==> src/rtl/cfg_pkg.sv <==
// Shared constants for the configuration link receiver: frame layout, reset
// defaults and receiver state encoding.
package cfg_pkg;

    localparam int FRAME_W  = 57;
    localparam int CNT_W    = 6;

    localparam int B_W      = 16;
    localparam int A_W      = 16;
    localparam int SCALE_W  = 7;
    localparam int MODE_W   = 3;
    localparam int ITER_W   = 15;

    localparam int B_OFS     = 0;
    localparam int A_OFS     = 16;
    localparam int SCALE_OFS = 32;
    localparam int MODE_OFS  = 39;
    localparam int ITER_OFS  = 42;

    localparam logic [FRAME_W-1:0] DEFAULT_CFG =
        {15'h000F, 3'b000, 7'h7F, 16'hB500, 16'h6080};

    typedef enum logic {
        IDLE,
        RECV
    } rx_state_t;

endpackage

==> src/rtl/sync_edge.sv <==
// Multi-flop synchroniser for one pad input, with rise/fall detection on the
// synchronised value.
module sync_edge #(
    parameter int STAGES = 2
) (
    input  logic clk,
    input  logic reset,
    input  logic d,
    output logic q,
    output logic rise,
    output logic fall
);

    logic [STAGES-1:0] sync_ff;
    logic              prev;

    always_ff @(posedge clk) begin
        if (reset) begin
            sync_ff <= '0;
            prev    <= 1'b0;
        end else begin
            sync_ff <= {sync_ff[STAGES-2:0], d};
            prev    <= sync_ff[STAGES-1];
        end
    end

    assign q    = sync_ff[STAGES-1];
    assign rise = q & ~prev;
    assign fall = ~q & prev;

endmodule

==> src/rtl/cfg_serial_rx.sv <==
// Receiver for the 3-wire configuration link: deserialises one LSB-first frame
// per enable window and commits it atomically when the bit count is exact.
module cfg_serial_rx
    import cfg_pkg::*;
#(
    parameter int SYNC_STAGES = 2
) (
    input  logic                clk,
    input  logic                reset,
    input  logic                cfg_en,
    input  logic                cfg_sclk,
    input  logic                cfg_sdata,
    output logic [B_W-1:0]      cfg_b_start,
    output logic [A_W-1:0]      cfg_a_start,
    output logic [SCALE_W-1:0]  cfg_scale,
    output logic [MODE_W-1:0]   cfg_mode,
    output logic [ITER_W-1:0]   cfg_max_iter,
    output logic                cfg_valid,
    output logic                cfg_error,
    output logic                busy
);

    localparam logic [CNT_W-1:0] FRAME_CNT = CNT_W'(FRAME_W);

    logic en_q, en_rise, en_fall;
    logic sclk_q_unused, sclk_rise, sclk_fall_unused;
    logic sdata_q, sdata_rise_unused, sdata_fall_unused;

    sync_edge #(.STAGES(SYNC_STAGES)) u_sync_en (
        .clk(clk), .reset(reset), .d(cfg_en),
        .q(en_q), .rise(en_rise), .fall(en_fall)
    );

    sync_edge #(.STAGES(SYNC_STAGES)) u_sync_sclk (
        .clk(clk), .reset(reset), .d(cfg_sclk),
        .q(sclk_q_unused), .rise(sclk_rise), .fall(sclk_fall_unused)
    );

    sync_edge #(.STAGES(SYNC_STAGES)) u_sync_sdata (
        .clk(clk), .reset(reset), .d(cfg_sdata),
        .q(sdata_q), .rise(sdata_rise_unused), .fall(sdata_fall_unused)
    );

    rx_state_t            state;
    logic [FRAME_W-1:0]   shreg, shreg_nx;
    logic [CNT_W-1:0]     count, count_nx;
    logic                 overflow, overflow_nx;
    logic [SYNC_STAGES:0] prime;
    logic                 armed;

    // Shift-in of the current bit, so an en fall in the same cycle sees it
    always_comb begin
        shreg_nx    = shreg;
        count_nx    = count;
        overflow_nx = overflow;
        if (sclk_rise) begin
            if (count == FRAME_CNT) begin
                overflow_nx = 1'b1;
            end else begin
                shreg_nx = {sdata_q, shreg[FRAME_W-1:1]};
                count_nx = count + 1'b1;
            end
        end
    end

    // Only arm once the synchroniser holds real pad samples and en has been seen
    // low, so an en already high at reset release cannot open a frame.
    always_ff @(posedge clk) begin
        if (reset) begin
            prime <= '0;
            armed <= 1'b0;
        end else begin
            prime <= {prime[SYNC_STAGES-1:0], 1'b1};
            if (prime[SYNC_STAGES] && !en_q)
                armed <= 1'b1;
        end
    end

    always_ff @(posedge clk) begin
        if (reset) begin
            state        <= IDLE;
            shreg        <= '0;
            count        <= '0;
            overflow     <= 1'b0;
            cfg_b_start  <= DEFAULT_CFG[B_OFS +: B_W];
            cfg_a_start  <= DEFAULT_CFG[A_OFS +: A_W];
            cfg_scale    <= DEFAULT_CFG[SCALE_OFS +: SCALE_W];
            cfg_mode     <= DEFAULT_CFG[MODE_OFS +: MODE_W];
            cfg_max_iter <= DEFAULT_CFG[ITER_OFS +: ITER_W];
            cfg_valid    <= 1'b0;
            cfg_error    <= 1'b0;
            busy         <= 1'b0;
        end else begin
            cfg_valid <= 1'b0;
            cfg_error <= 1'b0;
            busy      <= en_q;
            case (state)
                IDLE: begin
                    if (en_rise && armed) begin
                        state    <= RECV;
                        count    <= '0;
                        overflow <= 1'b0;
                    end
                end
                RECV: begin
                    shreg    <= shreg_nx;
                    count    <= count_nx;
                    overflow <= overflow_nx;
                    if (en_fall) begin
                        state <= IDLE;
                        if (count_nx == FRAME_CNT && !overflow_nx) begin
                            cfg_b_start  <= shreg_nx[B_OFS +: B_W];
                            cfg_a_start  <= shreg_nx[A_OFS +: A_W];
                            cfg_scale    <= shreg_nx[SCALE_OFS +: SCALE_W];
                            cfg_mode     <= shreg_nx[MODE_OFS +: MODE_W];
                            cfg_max_iter <= shreg_nx[ITER_OFS +: ITER_W];
                            cfg_valid    <= 1'b1;
                        end else begin
                            cfg_error <= 1'b1;
                        end
                    end
                end
                default: state <= IDLE;
            endcase
        end
    end

endmodule

==> config.mk <==
export PLATFORM = sky130hd
export DESIGN_NAME = cfg_serial_rx
export DESIGN_NICKNAME = d
export VERILOG_FILES = /design/src/rtl/cfg_pkg.sv /design/src/rtl/sync_edge.sv /design/src/rtl/cfg_serial_rx.sv
export SDC_FILE = /design/constraint.sdc
export NUM_CORES = 1
export LEC_CHECK = 0
export ABC_CLOCK_PERIOD_IN_PS = 2650
export BUFFER_PORTS_ARGS = -buffer_cell sky130_fd_sc_hd__buf_2
export CORE_UTILIZATION = 35
export DETAILED_ROUTE_END_ITERATION = 7
export SKIP_LAST_GASP = 1
export SLEW_MARGIN = 20
export SYNTH_ARGS = -nofsm -noshare
export SYNTH_HDL_FRONTEND = slang
export SYNTH_HIERARCHICAL = 1
export SYNTH_SLANG_ARGS = --single-unit
==> constraint.sdc <==
create_clock -name clk -period 2.65 [get_ports clk]
set_input_delay 0.6625 -clock clk [delete_from_list [all_inputs] [get_ports clk]]
set_output_delay 0.6625 -clock clk [all_outputs]
set_load 0.005 [all_outputs]
==> results.py, run 1 <==
metrics = {
    "outcome": {
        "status": "complete, no violations",
    },
    "floorplan": {
        "start_util_pct": 36.45,
        "rows": 45,
        "coreArea_um2": 15430,
        "fp.dieArea_um2": 16580,
        "die_w_um": 128.8,
        "die_y_um": 128.8,
        "ios": 65,
    },
    "grt": {
        "antenna_found_initial": 0,
        "grt_pass1_vias": 4615,
        "globalRouteOverflowTotal": 0,
        "grt_max_degree": 70,
        "grt_pass1_wl_um": 23270,
        "track_usage_pct": 18.04,
    },
    "power": {
        "p_total_uw": 4630,
        "powerDensity_nw_per_um2": 684.2,
        "p_leak_uw": 0.002315,
        "ir_drop_uv": 418.2,
    },
    "synthesis": {
        "syn_inst": 672,
        "yosysWarnings": 6,
        "avgSynthCellArea_um2": 8.367,
        "synth_fp_nets": 679,
        "netlist_area_um2": 5623,
    },
    "critical_path": {
        "crit_path_top_delay_cell": "or4b_1",
        "critical_path.endpoint_type": "flip-flop",
        "slowest_delay_ns": 0.49,
        "cp.depth": 8,
        "startpoint": "count[1]$_SDFFE_PP0P_",
        "crit_type": "flip-flop to flip-flop",
        "cp.required_ns": 2.96,
        "rrSetupSlack_ns": 0.1,
        "worst_r2r_endpoint": "cfg_b_start[4]$_SDFFE_PP0P_",
        "cp.arrival_ns": 2.86,
        "cp-endpoint": "cfg_b_start[4]$_SDFFE_PP0P_",
        "crit_path_cell_trace": "inv_1, ha_1, and4b_1, or4b_1, a21o_1, or2_2, buf_4, a31o_2",
        "crit_buf_inv": 2,
        "reg2reg_from": "count[1]$_SDFFE_PP0P_",
        "reg2reg_depth": 8,
        "worstPathMaxFanout": 36,
        "cp-start-kind": "flip-flop",
        "crit_family": "simple AND/OR/NAND/NOR gates",
    },
    "cells_and_area": {
        "final_layout_size_suffix_gt1_share_pct": 19.64,
        "fin_area_um2": 6768,
        "nets": 718,
        "stdcell_count": 934,
        "diodes": 0,
        "area_growth_pct": 20.36,
    },
    "clock_network": {
        "post_cts_buffers": 0,
        "numClockSinks": 137,
        "clk_pin_slew_worst_paths_ns": 0.06,
        "cts_buffers": 17,
        "cts_repair_resize_count": 0,
        "cts_tree": "done",
        "clk_latency_ns": 0.41,
        "cts_hold_buf": 0,
        "clock-root-buffer": "clkbuf_16",
        "clk_path_buf_depth": 2,
        "h-tree-depth": 4,
    },
    "sta": {
        "rsz0062_at_grt": "false",
        "clock_skew_ns": 0.008633,
        "max_slew_margin_pct": 58.07,
        "layout_min_cycle_time_ns": 2.550,
        "max_freq_mhz": 392.1,
        "worst_slew_pin_slew_ns": 0.6289,
        "timing.final.hold_violations": 0,
        "setup-violations-final": 0,
        "slew_violations": 0,
        "setup_ws_ns": 0.09967,
        "tns_ns": 0,
        "post-route-period-util_pct": 96.24,
    },
    "detailed_routing": {
        "avgViaCountPerCell": 5.282,
        "initialDrtViolationCount": 364,
        "dr.pass1.iters": 5,
        "vias": 4933,
        "wl_met3_um": 805,
        "wl_met2_um": 6374,
        "met1_length_um": 6996,
        "wl_um": 14310,
        "drc": 0,
        "post_drt_wl_per_cell_um": 15.32,
        "ant_nets": 0,
        "highest_layer": "met4",
    },
    "place": {
        "placed_cell_area_um2": 6148,
        "place_ws_ns": 0.09535,
        "hpwlAfterDp_um": 8639,
        "portBuffers": 64,
        "dp.cells": 903,
        "place_congestion": 0.7443,
    },
    "min_path": {
        "hp-class": "flip-flop to flip-flop",
    },
    "job": {
        "drv_cap": 0,
    },
}
## through the flow
| stage | hold WS [ns] | utilization [%] |
|---|---|---|
| floorplan | 0.4138 | - |
| global placement | 0.4165 | 39.85 |
| detailed placement | 0.4314 | 39.85 |
| CTS | 0.4446 | 43.77 |
| global route | 0.4483 | 43.87 |
| finish | 0.4418 | 43.87 |
## worst min-delay path by stage
stage,cells past startpoint,slack (ns),endpoint,startpoint
2_1_floorplan,1,0.41,prime[1]$_SDFF_PP0_,prime[0]$_DFF_P_
3_3_place_gp,1,0.42,prime[2]$_SDFF_PP0_,prime[1]$_SDFF_PP0_
3_5_place_dp,1,0.43,prime[2]$_SDFF_PP0_,prime[1]$_SDFF_PP0_
4_1_cts,1,0.44,prime[2]$_SDFF_PP0_,prime[1]$_SDFF_PP0_
5_1_grt,2,0.45,u_sync_en/sync_ff[0]$_SDFF_PP0_,cfg_en
6_report,1,0.44,prime[2]$_SDFF_PP0_,prime[1]$_SDFF_PP0_
## worst reg2reg max path, cell delays in order, from the launching register on
cell and delay [ns]:
dfxtp_1 0.41, inv_1 0.08, ha_1 0.19, and4b_1 0.22, or4b_1 0.49, a21o_1 0.20, or2_2 0.29, buf_4 0.27
a31o_2 0.30
## final cells by class
type / instances / area (um2)
Tap cell: 211 / 264.0
Multi-Input combinational cell: 468 / 2630
Inverter: 5 / 18.77
Sequential cell: 137 / 2743
Clock buffer: 24 / 461.7
Clock inverter: 7 / 142.6
Fill cell: 1548 / 8660
Timing Repair Buffer: 82 / 508.0
## where the power goes
part           total [uW]  internal, uW  switching, uW  leakage, uW
sequential           2070          2070           3.84      0.00111
combinational         101          26.4           74.7     0.000916
clock                2460          1600            859     0.000292
total                4630          3690            938      0.00231
## state kept, by name, summed over array words and instances, names as in the netlist, 2 cells and up
signal and count:
shreg 57, cfg_a_start 16, cfg_b_start 16, cfg_max_iter 15, cfg_scale 7, count 6
cfg_mode 3, prime 3, u_sync_en/sync_ff 2, u_sync_sclk/sync_ff 2, u_sync_sdata/sync_ff 2
## placed cells by master (no fill, tap or decap), types with 4 or more instances in the layout
| cell | n |
|---|---|
| inv_1 | 5 |
| a31o_1 | 27 |
| buf_2 | 63 |
| a2111oi_0 | 31 |
| clkbuf_16 | 17 |
| a31o_2 | 11 |
| dfxtp_1 | 137 |
| buf_12 | 4 |
| bufinv_16 | 4 |
| buf_4 | 15 |
| nor2b_1 | 13 |
| nand2_1 | 194 |
| clkbuf_1 | 6 |
| nor2_1 | 25 |
| a21oi_1 | 84 |
| mux2_2 | 19 |
| nor4_1 | 18 |
| a2111oi_1 | 7 |
| nand3_1 | 4 |
## layer usage
layer  up-vias  GRT usage [%]
li1       2440              -
met1      2355          24.50
met2       126          27.34
met3        12          5.239
met4         0          5.952
met5         -              0
Note: power is estimated with default switching activity, not from simulation.
==> inputs of run 2 (changes only) <==
- CELL_PAD_IN_SITES_DETAIL_PLACEMENT: default -> 1
- CELL_PAD_IN_SITES_GLOBAL_PLACEMENT: default -> 2
- CORE_UTILIZATION: 35 -> 31
- PLACE_DENSITY_LB_ADDON: default -> 0.1
==> results.py, run 2 (synthesized netlist as in run 1, its figures left out) <==
metrics = {
    "outcome": {
        "status": "complete, no violations",
    },
    "place": {
        "portBuffers": 64,
        "place_congestion": 0.7893,
        "place_ws_ns": -0.05262,
        "hpwlAfterDp_um": 9912,
        "dp.cells": 925,
    },
    "floorplan": {
        "fp.dieArea_um2": 18680,
        "die_y_um": 136.7,
        "rows": 48,
        "start_util_pct": 32.17,
        "coreArea_um2": 17480,
        "die_w_um": 136.7,
        "ios": 65,
    },
    "detailed_routing": {
        "wl_um": 16160,
        "vias": 4985,
        "avgViaCountPerCell": 5.209,
        "drc": 0,
        "ant_nets": 0,
        "post_drt_wl_per_cell_um": 16.89,
        "initialDrtViolationCount": 259,
        "dr.pass1.iters": 4,
    },
    "clock_network": {
        "h-tree-depth": 4,
        "cts_buffers": 17,
        "clock-root-buffer": "clkbuf_16",
        "numClockSinks": 137,
        "clk_path_buf_depth": 2,
        "clk_latency_ns": 0.41,
        "clk_pin_slew_worst_paths_ns": 0.06,
        "cts_tree": "done",
    },
    "sta": {
        "max_freq_mhz": 387.0,
        "max_slew_margin_pct": 55.00,
        "layout_min_cycle_time_ns": 2.584,
        "rsz0062_at_grt": "true",
        "setup_ws_ns": 0.06609,
        "slew_violations": 0,
        "clock_skew_ns": 0.007751,
        "setup-violations-final": 0,
        "tns_ns": 0,
        "worst_slew_pin_slew_ns": 0.6750,
        "timing.final.hold_violations": 0,
        "post-route-period-util_pct": 97.51,
    },
    "cells_and_area": {
        "final_common_cell": "nand2_1",
        "nets": 726,
        "final_layout_size_suffix_gt1_share_pct": 21.45,
        "top_register": "shreg",
        "finish.utilization_pct": 39.83,
        "most-common-layout-cells": "nand2_1, dfxtp_1, a21oi_1",
        "top_regs": "shreg: 57 flops, cfg_a_start: 16 flops, cfg_b_start: 16 flops",
        "area_growth_pct": 23.81,
        "diodes": 0,
        "largest_reg_flops": 57,
        "stdcell_count": 957,
    },
    "critical_path": {
        "crit_type": "flip-flop to flip-flop",
        "cp.arrival_ns": 2.89,
        "rrSetupSlack_ns": 0.07,
        "reg2reg_from": "count[1]$_SDFFE_PP0P_",
        "cp-start-kind": "flip-flop",
        "worst_r2r_endpoint": "cfg_b_start[0]$_SDFFE_PP0P_",
        "worstPathMaxFanout": 25,
        "reg2reg_depth": 8,
        "critical_path.endpoint_type": "flip-flop",
        "cp.required_ns": 2.95,
    },
    "power": {
        "powerDensity_nw_per_um2": 704.4,
        "p_total_uw": 4904,
        "p_leak_uw": 0.002413,
        "ir_drop_uv": 437.7,
    },
    "grt": {
        "antenna_found_initial": 0,
        "grt_pass1_wl_um": 26350,
        "globalRouteOverflowTotal": 0,
        "track_usage_pct": 18.37,
        "grt_pass1_vias": 5023,
        "grt_max_degree": 64,
    },
    "min_path": {
        "hold_depth": 1,
        "hp-class": "flip-flop to flip-flop",
        "min_from": "prime[0]$_DFF_P_",
        "min_to": "prime[1]$_SDFF_PP0_",
    },
    "job": {
        "drv_cap": 0,
    },
}
-- run 2: final cells by class --
cell class / count / area (um2)
Fill cell: 2070 / 10520
Sequential cell: 137 / 2743
Multi-Input combinational cell: 468 / 2636
Timing Repair Buffer: 90 / 605.6
Clock buffer: 20 / 456.7
Tap cell: 225 / 281.5
Clock inverter: 12 / 220.2
Inverter: 5 / 18.77
-- run 2: what timing repair did --
action	in CTS	in global routing
setup endpoints to repair	2	34
hold buffers	0	0
resized for setup	2	9
buffers inserted	0	0
-- run 2: critical path: stages (launching register included) --
cell	delay, ns
dfxtp_1	0.40
inv_1	0.08
ha_1	0.19
and4b_1	0.21
or4b_1	0.50
a21o_1	0.23
or2_2	0.40
buf_12	0.20
a31o_2	0.25
-- run 2: worst max path at each step --
stage | from | endpoint | slack (ns) | depth (start not counted)
after CTS | count[1]$_SDFFE_PP0P_ | cfg_b_start[15]$_SDFFE_PP0P_ | 0.03 | 9
after detailed placement | count[1]$_SDFFE_PP0P_ | cfg_b_start[8]$_SDFFE_PP0P_ | -0.05 | 9
after global routing | count[1]$_SDFFE_PP0P_ | cfg_b_start[0]$_SDFFE_PP0P_ | -0.05 | 8
final | count[1]$_SDFFE_PP0P_ | cfg_b_start[0]$_SDFFE_PP0P_ | 0.07 | 8
after global placement | count[1]$_SDFFE_PP0P_ | cfg_b_start[15]$_SDFFE_PP0P_ | -0.00002 | 9
after floorplan | count[1]$_SDFFE_PP0P_ | cfg_mode[1]$_SDFFE_PP0P_ | 0.14 | 11
-- run 2: where the power goes --
| group | switching (uW) | internal (uW) |
|---|---|---|
| clock | 910 | 1810 |
| combinational | 80.0 | 28.7 |
| sequential | 3.10 | 2070 |
-- run 2: metal layers --
layer | wire, um | global-route usage (%) | vias to the layer above
met1 | 7722 | 23.09 | 2442
met5 | 0 | 0 | -
met2 | 7748 | 31.16 | 81
li1 | - | - | 2453
met3 | 589 | 4.481 | 9
met4 | 98 | 4.877 | 0
-- run 2: through the flow --
step	hold WS [ns]	cell area, um2
2_1_floorplan	0.4138	5623
3_3_place_gp	0.4165	6264
3_5_place_dp	0.4283	6264
4_1_cts	0.4336	6943
5_1_grt	0.4515	6962
6_report	0.4389	6962
==> inputs of run 3 (changes only) <==
- CORE_UTILIZATION: 31 -> 33
- SYNTH_HIERARCHICAL: 1 -> default
==> results.py, run 3 <==
metrics = {
    "critical_path": {
        "cp-endpoint": "cfg_b_start[2]$_SDFFE_PP0P_",
        "crit_family": "compound AO/OA/AOI/OAI gates",
        "critical_path.endpoint_type": "flip-flop",
        "startpoint": "count[1]$_SDFFE_PP0P_",
        "reg2reg_from": "count[1]$_SDFFE_PP0P_",
        "reg2reg_depth": 7,
        "cp.arrival_ns": 2.81,
        "cp.depth": 7,
        "slowest_delay_ns": 0.47,
        "cp.required_ns": 2.98,
        "worstPathMaxFanout": 24,
        "crit_buf_inv": 1,
        "crit_type": "flip-flop to flip-flop",
        "rrSetupSlack_ns": 0.16,
        "worst_r2r_endpoint": "cfg_b_start[2]$_SDFFE_PP0P_",
        "crit_path_cell_trace": "ha_1, and3_4, a2111oi_4, o21ai_4, a211o_4, buf_12, a211oi_1",
        "crit_path_top_delay_cell": "a211o_4",
        "cp-start-kind": "flip-flop",
    },
    "min_path": {
        "hp-class": "flip-flop to flip-flop",
        "hold_depth": 1,
    },
    "floorplan": {
        "rows": 50,
        "die_w_um": 140.4,
        "ios": 65,
        "start_util_pct": 33.67,
        "coreArea_um2": 18770,
        "fp.dieArea_um2": 19710,
        "die_y_um": 140.4,
    },
    "detailed_routing": {
        "post_drt_wl_per_cell_um": 17.81,
        "drc": 0,
        "initialDrtViolationCount": 215,
        "avgViaCountPerCell": 5.297,
        "wl_um": 17580,
        "ant_nets": 0,
        "vias": 5228,
        "dr.pass1.iters": 4,
    },
    "power": {
        "seqPwrFrac_pct": 45.7,
        "cellInternalPower_uw": 3466,
        "switching_share_pct": 23.00,
        "ir_drop_uv": 377.8,
        "p_leak_uw": 0.002549,
        "powerDensity_nw_per_um2": 594.7,
        "p_sw_uw": 1035,
        "pwr-share-clk_pct": 52.2,
        "combinationalPowerShare_pct": 2.1,
    },
    "sta": {
        "rsz0062_at_grt": "false",
        "setup-violations-final": 0,
        "post-route-period-util_pct": 93.92,
        "max_freq_mhz": 401.8,
        "worst_slew_pin_slew_ns": 0.7267,
        "clock_skew_ns": 0.007276,
        "slew_violations": 0,
        "timing.final.hold_violations": 0,
        "tns_ns": 0,
        "layout_min_cycle_time_ns": 2.489,
        "max_slew_margin_pct": 51.50,
        "hold_ws_ns": 0.4395,
        "setup_ws_ns": 0.1612,
    },
    "synthesis": {
        "netlist_area_um2": 6320,
        "avgSynthCellArea_um2": 9.054,
        "yosysWarnings": 0,
        "yosys_register_bits": 136,
        "yosysSeqAreaShare_pct": 43.08,
        "yosysMostFrequentCell": "dfxtp_1",
        "ys_dominant_reg_cell": "dfxtp_1",
        "synth_fp_nets": 705,
        "synth_area_leader_cell": "dfxtp_1",
        "ys_types": 42,
        "synth_common_cells": "dfxtp_1, nand2_1, a21oi_1",
        "synth_async_sr_flop_share_pct": 0,
        "synth_area_leaders": "dfxtp_1, mux2_2, nand2_1",
        "synth_top_area_share_pct": 43.08,
        "syn_inst": 698,
        "synth_edf_count": 0,
    },
    "cells_and_area": {
        "diodes": 0,
        "ff_latch_area_um2": 2724,
        "multi_input_area_um2": 3108,
        "nets": 747,
        "final_layout_size_suffix_gt1_share_pct": 28.69,
        "stdcell_count": 987,
        "largest_reg_flops": 57,
        "area_growth_pct": 19.76,
        "most-common-layout-cells": "dfxtp_1, nand2_1, a21oi_1",
        "top_register": "shreg",
        "top_regs": "shreg: 57 flops, cfg_a_start: 16 flops, cfg_b_start: 16 flops",
        "final_common_cell": "dfxtp_1",
        "fillers": 2152,
    },
    "grt": {
        "grt_max_degree": 136,
        "met2_usage_pct": 30.76,
        "track_usage_pct": 18.83,
        "antenna_found_initial": 0,
        "grt_pass1_wl_um": 29140,
        "grt.busiest_layer": "met2",
        "grt_pass1_vias": 5381,
        "met1_usage_pct": 24.51,
        "use_met3_pct": 4.479,
        "globalRouteOverflowTotal": 0,
    },
    "clock_network": {
        "h-tree-depth": 4,
        "clock-root-buffer": "clkbuf_16",
        "clk_pin_slew_worst_paths_ns": 0.06,
        "clk_path_buf_depth": 2,
        "cts_buffers": 17,
        "cts_tree": "done",
        "numClockSinks": 136,
        "clk_latency_ns": 0.42,
    },
    "place": {
        "hpwlAfterDp_um": 11310,
        "dp.cells": 955,
        "place_congestion": 0.8743,
        "portBuffers": 64,
        "place_ws_ns": -0.01573,
    },
    "outcome": {
        "status": "complete, no violations",
    },
    "job": {
        "drv_cap": 0,
    },
}
## run 3: cell types whose count changed in the layout (fill, tap and decap cells not counted), moves of 6 or more
cell       change
nand2_1       -74
a211oi_1      +39
inv_1         +39
mux2_2        +37
a31o_1        -27
a22oi_1       +21
a21oi_1       -19
nor4_1        -18
a2111oi_2     +17
a31o_2        -11
nor2_1         +6
## run 3: power by group through the flow
stage	clock network, uW	registers [uW]	logic, uW
floorplan	0	2100	68.9
global placement	0	2100	95.9
detailed placement	0	2100	97.8
CTS	2420	2060	98.1
global route	2510	2060	106
finish	2350	2060	96.1
## run 3: area by class of cell
cell class	instances	share of cell area (%)
inverter	44	2.182
timing repair buffer	94	9.225
tap	234	3.868
clock buffer	17	5.621
sequential	136	35.99
clock inverter	15	2.050
multi-input combinational	447	41.06
## run 3: worst register-to-register path, delay by kind of cell, from the launching register on
kind | cells | cell delay, ns
compound gates | 4 | 1.35
flops | 1 | 0.36
fa+ha+maj | 1 | 0.27
simple gates | 1 | 0.22
buf+inv | 1 | 0.20
## run 3: what timing repair did
item / 4_1_cts / 5_1_grt
pin swaps: 0 / 0
setup endpoints to repair: 1 / 17
gates cloned: 0 / 0
hold buffers: 0 / 0
setup buffers: 0 / 0
gates resized for setup: 1 / 6
## run 3: metal layers
layer	vias up	wire, um	share of wire [%]
li1	2559	-	-
met1	2585	8503	48
met2	68	8351	48
met3	16	482	2.7
met4	0	243	1.4
met5	-	0	0
## run 3: cell families (layout without fill, tap and decap cells)
group | after synthesis | in the layout | synth area share (%)
AOI/OAI and AO/OA | 198 | 198 | 24.55
xor gates and xnor gates | 3 | 3 | 0.4158
adders and majority gates | 2 | 2 | 0.3959
buffers and inverters | 115 | 170 | 8.553
DFF | 136 | 136 | 43.08
muxes | 56 | 56 | 9.978
and+or+nand+nor | 188 | 188 | 13.03
## run 3: worst min-delay path by stage
| stage | slack (ns) | to | start |
|---|---|---|---|
| CTS | 0.44 | u_sync_en.sync_ff[0]$_SDFF_PP0_ | cfg_en |
| finish | 0.44 | u_sync_sdata.sync_ff[1]$_SDFF_PP0_ | u_sync_sdata.sync_ff[0]$_SDFF_PP0_ |
| floorplan | 0.41 | prime[1]$_SDFF_PP0_ | prime[0]$_DFF_P_ |
| detailed placement | 0.43 | prime[2]$_SDFF_PP0_ | prime[1]$_SDFF_PP0_ |
| global route | 0.44 | u_sync_en.sync_ff[0]$_SDFF_PP0_ | cfg_en |
| global placement | 0.42 | u_sync_sdata.sync_ff[1]$_SDFF_PP0_ | u_sync_sdata.sync_ff[0]$_SDFF_PP0_ |
## run 3: metrics by stage
stage / utilization, % / cell area, um2 / power [uW]
final: 40.33 / 7569 / 4501
after global routing: 40.33 / 7569 / 4668
after CTS: 40.29 / 7561 / 4570
after detailed placement: 37.19 / 6979 / 2199
after global placement: 37.19 / 6979 / 2198
after floorplan: - / 6320 / 2169
